===== config.mk =====
export PLATFORM = sky130hd
export DESIGN_NAME = maxpool_accum_qint
export DESIGN_NICKNAME = d
export VERILOG_FILES = /design/src/rtl/ppu_pkg.sv /design/src/rtl/maxpool_accum_qint_lane.sv /design/src/rtl/maxpool_accum_qint.sv
export SDC_FILE = /design/constraint.sdc
export NUM_CORES = 1
export LEC_CHECK = 0
export CORE_AREA = 2 2 142 144
export CTS_BUF_LIST = sky130_fd_sc_hd__clkbuf_2 sky130_fd_sc_hd__clkbuf_4 sky130_fd_sc_hd__clkbuf_8
export DETAILED_ROUTE_END_ITERATION = 7
export DIE_AREA = 0 0 144 146
export PLACE_DENSITY = 0.5
export SLEW_MARGIN = 20
export SYNTH_ARGS = -nofsm -noshare
export SYNTH_HDL_FRONTEND = slang
export SYNTH_HIERARCHICAL = 1
export SYNTH_SLANG_ARGS = --single-unit

===== constraint.sdc =====
create_clock -name clk -period 6.3 [get_ports clk]
set_input_delay 1.26 -clock clk [delete_from_list [all_inputs] [get_ports clk]]
set_output_delay 1.26 -clock clk [all_outputs]
set_load 0.05 [all_outputs]

===== src/rtl/ppu_pkg.sv =====
// Shared PPU definitions: element width default, max-pool FSM states and
// the signed/unsigned greater-than helper used by every pooling lane.
package ppu_pkg;

    localparam int DATA_W = 8;

    // Operand width for the compare helper. Any element width up to this fits.
    localparam int GT_W = 64;

    typedef enum logic {
        IDLE  = 1'b0,
        ACCUM = 1'b1
    } state_e;

    // Strict a > b for zero-extended operands whose real width is 'width'.
    // Flipping the element sign bit turns a two's-complement order into an
    // unsigned one, so a single unsigned compare serves both modes.
    function automatic logic greater(
        input logic [GT_W-1:0] a,
        input logic [GT_W-1:0] b,
        input logic            is_signed,
        input int              width
    );
        logic [GT_W-1:0] flip;
        flip = '0;
        if (is_signed) begin
            flip[width-1] = 1'b1;
        end
        return (a ^ flip) > (b ^ flip);
    endfunction

endpackage


===== src/rtl/maxpool_accum_qint_lane.sv =====
// One pooling lane: running-max register plus the compare that feeds it.
// 'result' is the lane maximum including the beat currently on din, so the
// top can load it straight into out_data on the last beat of a window.
// With MAXPOOL_RELU_EN defined, negative signed maxima are clamped to zero.
module maxpool_lane
    import ppu_pkg::*;
#(
    parameter int DATA_W = ppu_pkg::DATA_W
) (
    input  logic              clk,
    input  logic              rst,
    input  logic              load,
    input  logic              update,
    input  logic              first,
    input  logic              is_signed,
    input  logic [DATA_W-1:0] din,
    output logic [DATA_W-1:0] result
);

    logic [DATA_W-1:0] max_q;
    logic [DATA_W-1:0] winner;
    logic              din_wins;

    // Pick the larger of stored max and incoming element; ties keep the store.
    always_comb begin
        din_wins = greater(GT_W'(din), GT_W'(max_q), is_signed, DATA_W);
        winner   = (first || din_wins) ? din : max_q;
`ifdef MAXPOOL_RELU_EN
        result   = (is_signed && winner[DATA_W-1]) ? '0 : winner;
`else
        result   = winner;
`endif
    end

    // Max register: loaded by the first beat of a window, raised by later ones.
    always_ff @(posedge clk) begin
        if (rst) begin
            max_q <= '0;
        end else if (load) begin
            max_q <= din;
        end else if (update && din_wins) begin
            max_q <= din;
        end
    end

endmodule


===== src/rtl/maxpool_accum_qint.sv =====
// Multi-lane window max-pool accumulator. Collects cfg_win_len input beats,
// keeps a per-lane maximum and emits one packed result beat per window.
// Optional build macro: MAXPOOL_RELU_EN (fused ReLU on signed results).
//
// Handshake: a beat moves on a stream when its valid and ready are both high
// at a rising clk edge; valid never depends on ready, while in_ready is
// !out_valid || out_ready and so follows out_ready combinationally.
module maxpool_accum_qint
    import ppu_pkg::*;
#(
    parameter int DATA_W  = ppu_pkg::DATA_W,
    parameter int LANES   = 4,
    parameter int WIN_MAX = 16,
    parameter int CNT_W   = $clog2(WIN_MAX + 1)
) (
    input  logic                    clk,
    input  logic                    rst,
    input  logic [CNT_W-1:0]        cfg_win_len,
    input  logic                    cfg_signed,
    input  logic                    abort,
    input  logic                    in_valid,
    output logic                    in_ready,
    input  logic [LANES*DATA_W-1:0] in_data,
    output logic                    out_valid,
    input  logic                    out_ready,
    output logic [LANES*DATA_W-1:0] out_data,
    output logic                    busy
);

    state_e                  state_q, state_d;
    logic [CNT_W-1:0]        count_q, count_d;
    logic [CNT_W-1:0]        len_q, len_d;
    logic                    sgn_q, sgn_d;
    logic [CNT_W-1:0]        len_norm;
    logic                    accept, take, finish;
    logic                    lane_load, lane_update, lane_first, lane_signed;
    logic                    out_valid_d;
    logic [LANES*DATA_W-1:0] out_data_d;
    logic [LANES*DATA_W-1:0] lane_result;

    assign in_ready = !out_valid || out_ready;
    assign accept   = in_valid && in_ready;
    assign take     = out_valid && out_ready;
    assign busy     = (state_q == ACCUM);

    // Window length as used: zero means one beat, oversize clamps to WIN_MAX.
    always_comb begin
        if (cfg_win_len == '0) begin
            len_norm = CNT_W'(1);
        end else if (cfg_win_len > CNT_W'(WIN_MAX)) begin
            len_norm = CNT_W'(WIN_MAX);
        end else begin
            len_norm = cfg_win_len;
        end
    end

    // Next-state, counter, lane controls and output-register updates.
    always_comb begin
        state_d     = state_q;
        count_d     = count_q;
        len_d       = len_q;
        sgn_d       = sgn_q;
        lane_load   = 1'b0;
        lane_update = 1'b0;
        lane_first  = (state_q == IDLE);
        lane_signed = (state_q == IDLE) ? cfg_signed : sgn_q;
        finish      = 1'b0;

        if (abort) begin
            // Any beat accepted alongside abort is dropped on purpose.
            state_d = IDLE;
            count_d = '0;
        end else if (accept) begin
            case (state_q)
                IDLE: begin
                    len_d = len_norm;
                    sgn_d = cfg_signed;
                    if (len_norm == CNT_W'(1)) begin
                        finish = 1'b1;
                    end else begin
                        lane_load = 1'b1;
                        count_d   = CNT_W'(1);
                        state_d   = ACCUM;
                    end
                end
                ACCUM: begin
                    if (count_q + CNT_W'(1) == len_q) begin
                        finish  = 1'b1;
                        count_d = '0;
                        state_d = IDLE;
                    end else begin
                        lane_update = 1'b1;
                        count_d     = count_q + CNT_W'(1);
                    end
                end
                default: begin
                    state_d = IDLE;
                    count_d = '0;
                end
            endcase
        end

        // A new result can only load while the old one is gone or leaving.
        if (finish) begin
            out_valid_d = 1'b1;
            out_data_d  = lane_result;
        end else begin
            out_valid_d = take ? 1'b0 : out_valid;
            out_data_d  = out_data;
        end
    end

    // State, counter, latched config and result registers.
    always_ff @(posedge clk) begin
        if (rst) begin
            state_q   <= IDLE;
            count_q   <= '0;
            len_q     <= CNT_W'(1);
            sgn_q     <= 1'b0;
            out_valid <= 1'b0;
            out_data  <= '0;
        end else begin
            state_q   <= state_d;
            count_q   <= count_d;
            len_q     <= len_d;
            sgn_q     <= sgn_d;
            out_valid <= out_valid_d;
            out_data  <= out_data_d;
        end
    end

    for (genvar g = 0; g < LANES; g++) begin : g_lane
        maxpool_lane #(
            .DATA_W(DATA_W)
        ) u_lane (
            .clk      (clk),
            .rst      (rst),
            .load     (lane_load),
            .update   (lane_update),
            .first    (lane_first),
            .is_signed(lane_signed),
            .din      (in_data[g*DATA_W +: DATA_W]),
            .result   (lane_result[g*DATA_W +: DATA_W])
        );
    end

endmodule


==> impl_metrics.toml <==
[sta]
worst_pin_slew_ps = 1020
setup_tns_ps = 0
maxSlewHeadroom_pct = 31.7
finalCriticalPeriod_ps = 3990
setup_viol = 0
rsz0062_at_grt = "false"
slew_viol_final = 0
finalCritPeriodShare_pct = 63.3
hold_violations = 0
fmax_mhz = 251
skew_ps = 6.57

[setup_path]
critPathLaunchType = "input port"
cp_data_required_time_ps = 5040
r2r_setup_slack_ps = 3280
arrival_ps = 2730
reg2regPathDepth = 8
end_kind = "primary output"
reg2reg_to = "g_lane[3].u_lane/max_q[4]$_SDFFE_PP0P_"
r2r_start = "count_q[0]$_SDFFE_PP0P_"
worst-path-max-fanout = 6
path_class = "in2out"

[yosys]
syn_inst = 524
ys.flop_type = "dfxtp_1"
synth_edf_count = 0
synth_area_um2 = 4790
ys_ff_latch = 77
yosysWarnings = 6
yosysMostFrequentCell = "dfxtp_1"
synthDistinctLibCells = 51
synth.avg_cell_area_um2 = 9.15
synth_top_area_share_pct = 32.2
synth.area.top_cells = "dfxtp_1, nand2b_1, mux2_1, ha_1, mux2i_1"
synth-seq-area-share_pct = 32.2
async_flop_share_pct = 0
synthTopCellsByCount = "dfxtp_1, nand2b_1, a21oi_1"
synth_top_area_cell = "dfxtp_1"
synth_nets = 596

[die]
die_area_um2 = 21000
io_pins = 78
die_w_um = 144
die_h_um = 146
core-area_um2 = 19300
start_util_pct = 24.8
rows = 51

[layout]
num_antenna_cells = 0
postLayoutCoreUtil_pct = 31.0
nNetsFinal = 666
fill_cells = 2037
syn2layout_area_growth_pct = 25.0
layout-drive-gt1-share_pct = 8.38

[hold_path]
min_to = "out_data[13]$_SDFFE_PP0P_"
hold_path_depth = 2
hold_path_startpoint = "out_data[13]$_SDFFE_PP0P_"
hold_path.class = "reg2reg"

[clocking]
post-cts-setup-buffers = 0
insertion_delay_ps = 370
postCtsHoldBufs = 0
cts_tree = "built"
root_buffer = "clkbuf_8"
cts_resized = 0
cts_num_sinks = 77
htreeDepth = 3
clock_path_buffers = 2
numCtsBuffers = 9
cts.clk_slew.worst_paths_ps = 80

[detailed_routing]
via_per_inst = 4.60
drc_errors = 0
routed_wl_um = 12800
vias = 3965
wl_per_cell_um = 14.9
dr.pass1.iters = 4
initialDrtViolationCount = 179
ant_nets = 0

[power_and_ir_drop]
p_per_area_nw_per_um2 = 184
leakagePower_nw = 2.21
ir_drop_uv = 81.8

[grt]
grt_pass1_wl_um = 20600
grt_pass1_vias = 3926
gr-total-overflow = 0
gr-usage-all-layers_pct = 12.5
grt_max_degree = 57
antenna_found_initial = 0

[placement]
numPortBuffers = 77
post-dp-hpwl_um = 8920
place_congestion = 0.774

[status]
status = "completed"

[flow_run]
maxCapViolCount = 0
-- power breakdown --
| part | internal [mW] | switching [mW] |
|---|---|---|
| logic | 0.107 | 0.118 |
| clock network | 0.164 | 0.194 |
| registers | 0.504 | 0.0143 |
-- critical path, cell delays in order --
cell and delay, ps:
clkdlybuf4s50_1 440, nand2b_1 190, clkdlybuf4s50_1 840
-- cell type report --
cell class	instances	area [um2]	share of cell area [%]
multi-input combinational	395	3020	50.4
sequential	77	1540	25.7
timing repair buffer	81	816	13.6
tap	265	332	5.53
clock buffer	12	159	2.65
inverter	30	113	1.88
clock inverter	2	10.0	0.167
-- metal layers --
metal	vias up	wire, um	track usage [%]
li1	1999	-	-
met1	1870	6230	16.8
met2	85	5870	20.0
met3	11	531	2.44
met4	0	173	4.12
met5	-	0	0
-- state kept, by name, summed over array words and instances (netlist names) --
signal / flops
out_data: 32
count_q: 5
out_valid: 1
len_q: 5
busy: 1
g_lane.u_lane/max_q: 32
sgn_q: 1
-- worst max-delay path by stage --
stage                    from                                      to  depth (start not counted)  slack [ps]
global placement    out_ready                                in_ready                          3        2320
finish              out_ready                                in_ready                          3        2310
global route        out_ready                                in_ready                          3        2240
floorplan           out_ready  g_lane[0].u_lane/max_q[0]$_SDFFE_PP0P_                          7        3110
CTS                 out_ready                                in_ready                          3        2310
detailed placement  out_ready                                in_ready                          3        2320
-- cell families (layout without fill, tap and decap cells) --
kind of cell	count (synthesis)	after routing	share of synthesized area, %
and+or+nand+nor	168	168	20.0
buffers and inverters	52	125	4.85
xor gates and xnor gates	11	11	2.56
adders and majority gates	29	29	7.57
DFF	77	77	32.2
muxes	71	71	15.8
AOI/OAI and AO/OA	116	116	17.1
-- stage by stage --
step	power, mW	cells	instance area [um2]	hold WS, ps	worst slack, ps
detailed placement	0.756	847	5800	456	2320
floorplan	0.680	524	4790	444	3110
CTS	1.12	861	5960	470	2310
finish	1.10	862	5990	467	2310
global route	1.16	862	5990	491	2240
global placement	0.752	847	5800	459	2320
-- layout by cell type, fill, tap and decap left out, types with 2 or more instances in the layout --
cell | Yosys | final
clkdlybuf4s50_1 | 0 | 76
a21oi_1 | 49 | 49
nor2_4 | 4 | 4
xnor2_1 | 7 | 7
o211ai_1 | 4 | 4
nor2b_1 | 6 | 6
nand3_1 | 36 | 36
clkbuf_8 | 0 | 11
mux2i_1 | 34 | 34
o21ai_0 | 7 | 7
clkinv_2 | 0 | 2
o21ai_1 | 30 | 30
mux2_1 | 36 | 36
a21oi_4 | 4 | 4
buf_4 | 3 | 3
nor3_1 | 2 | 2
nand2b_1 | 66 | 66
dfxtp_1 | 77 | 77
o221ai_2 | 4 | 4
nor2_1 | 11 | 10
or3b_2 | 3 | 3
ha_1 | 29 | 29
xor2_1 | 2 | 2
inv_1 | 30 | 30
o22a_4 | 4 | 4
nand2_1 | 25 | 25
nand4_1 | 9 | 9
Power figures use the tool's default switching activity.
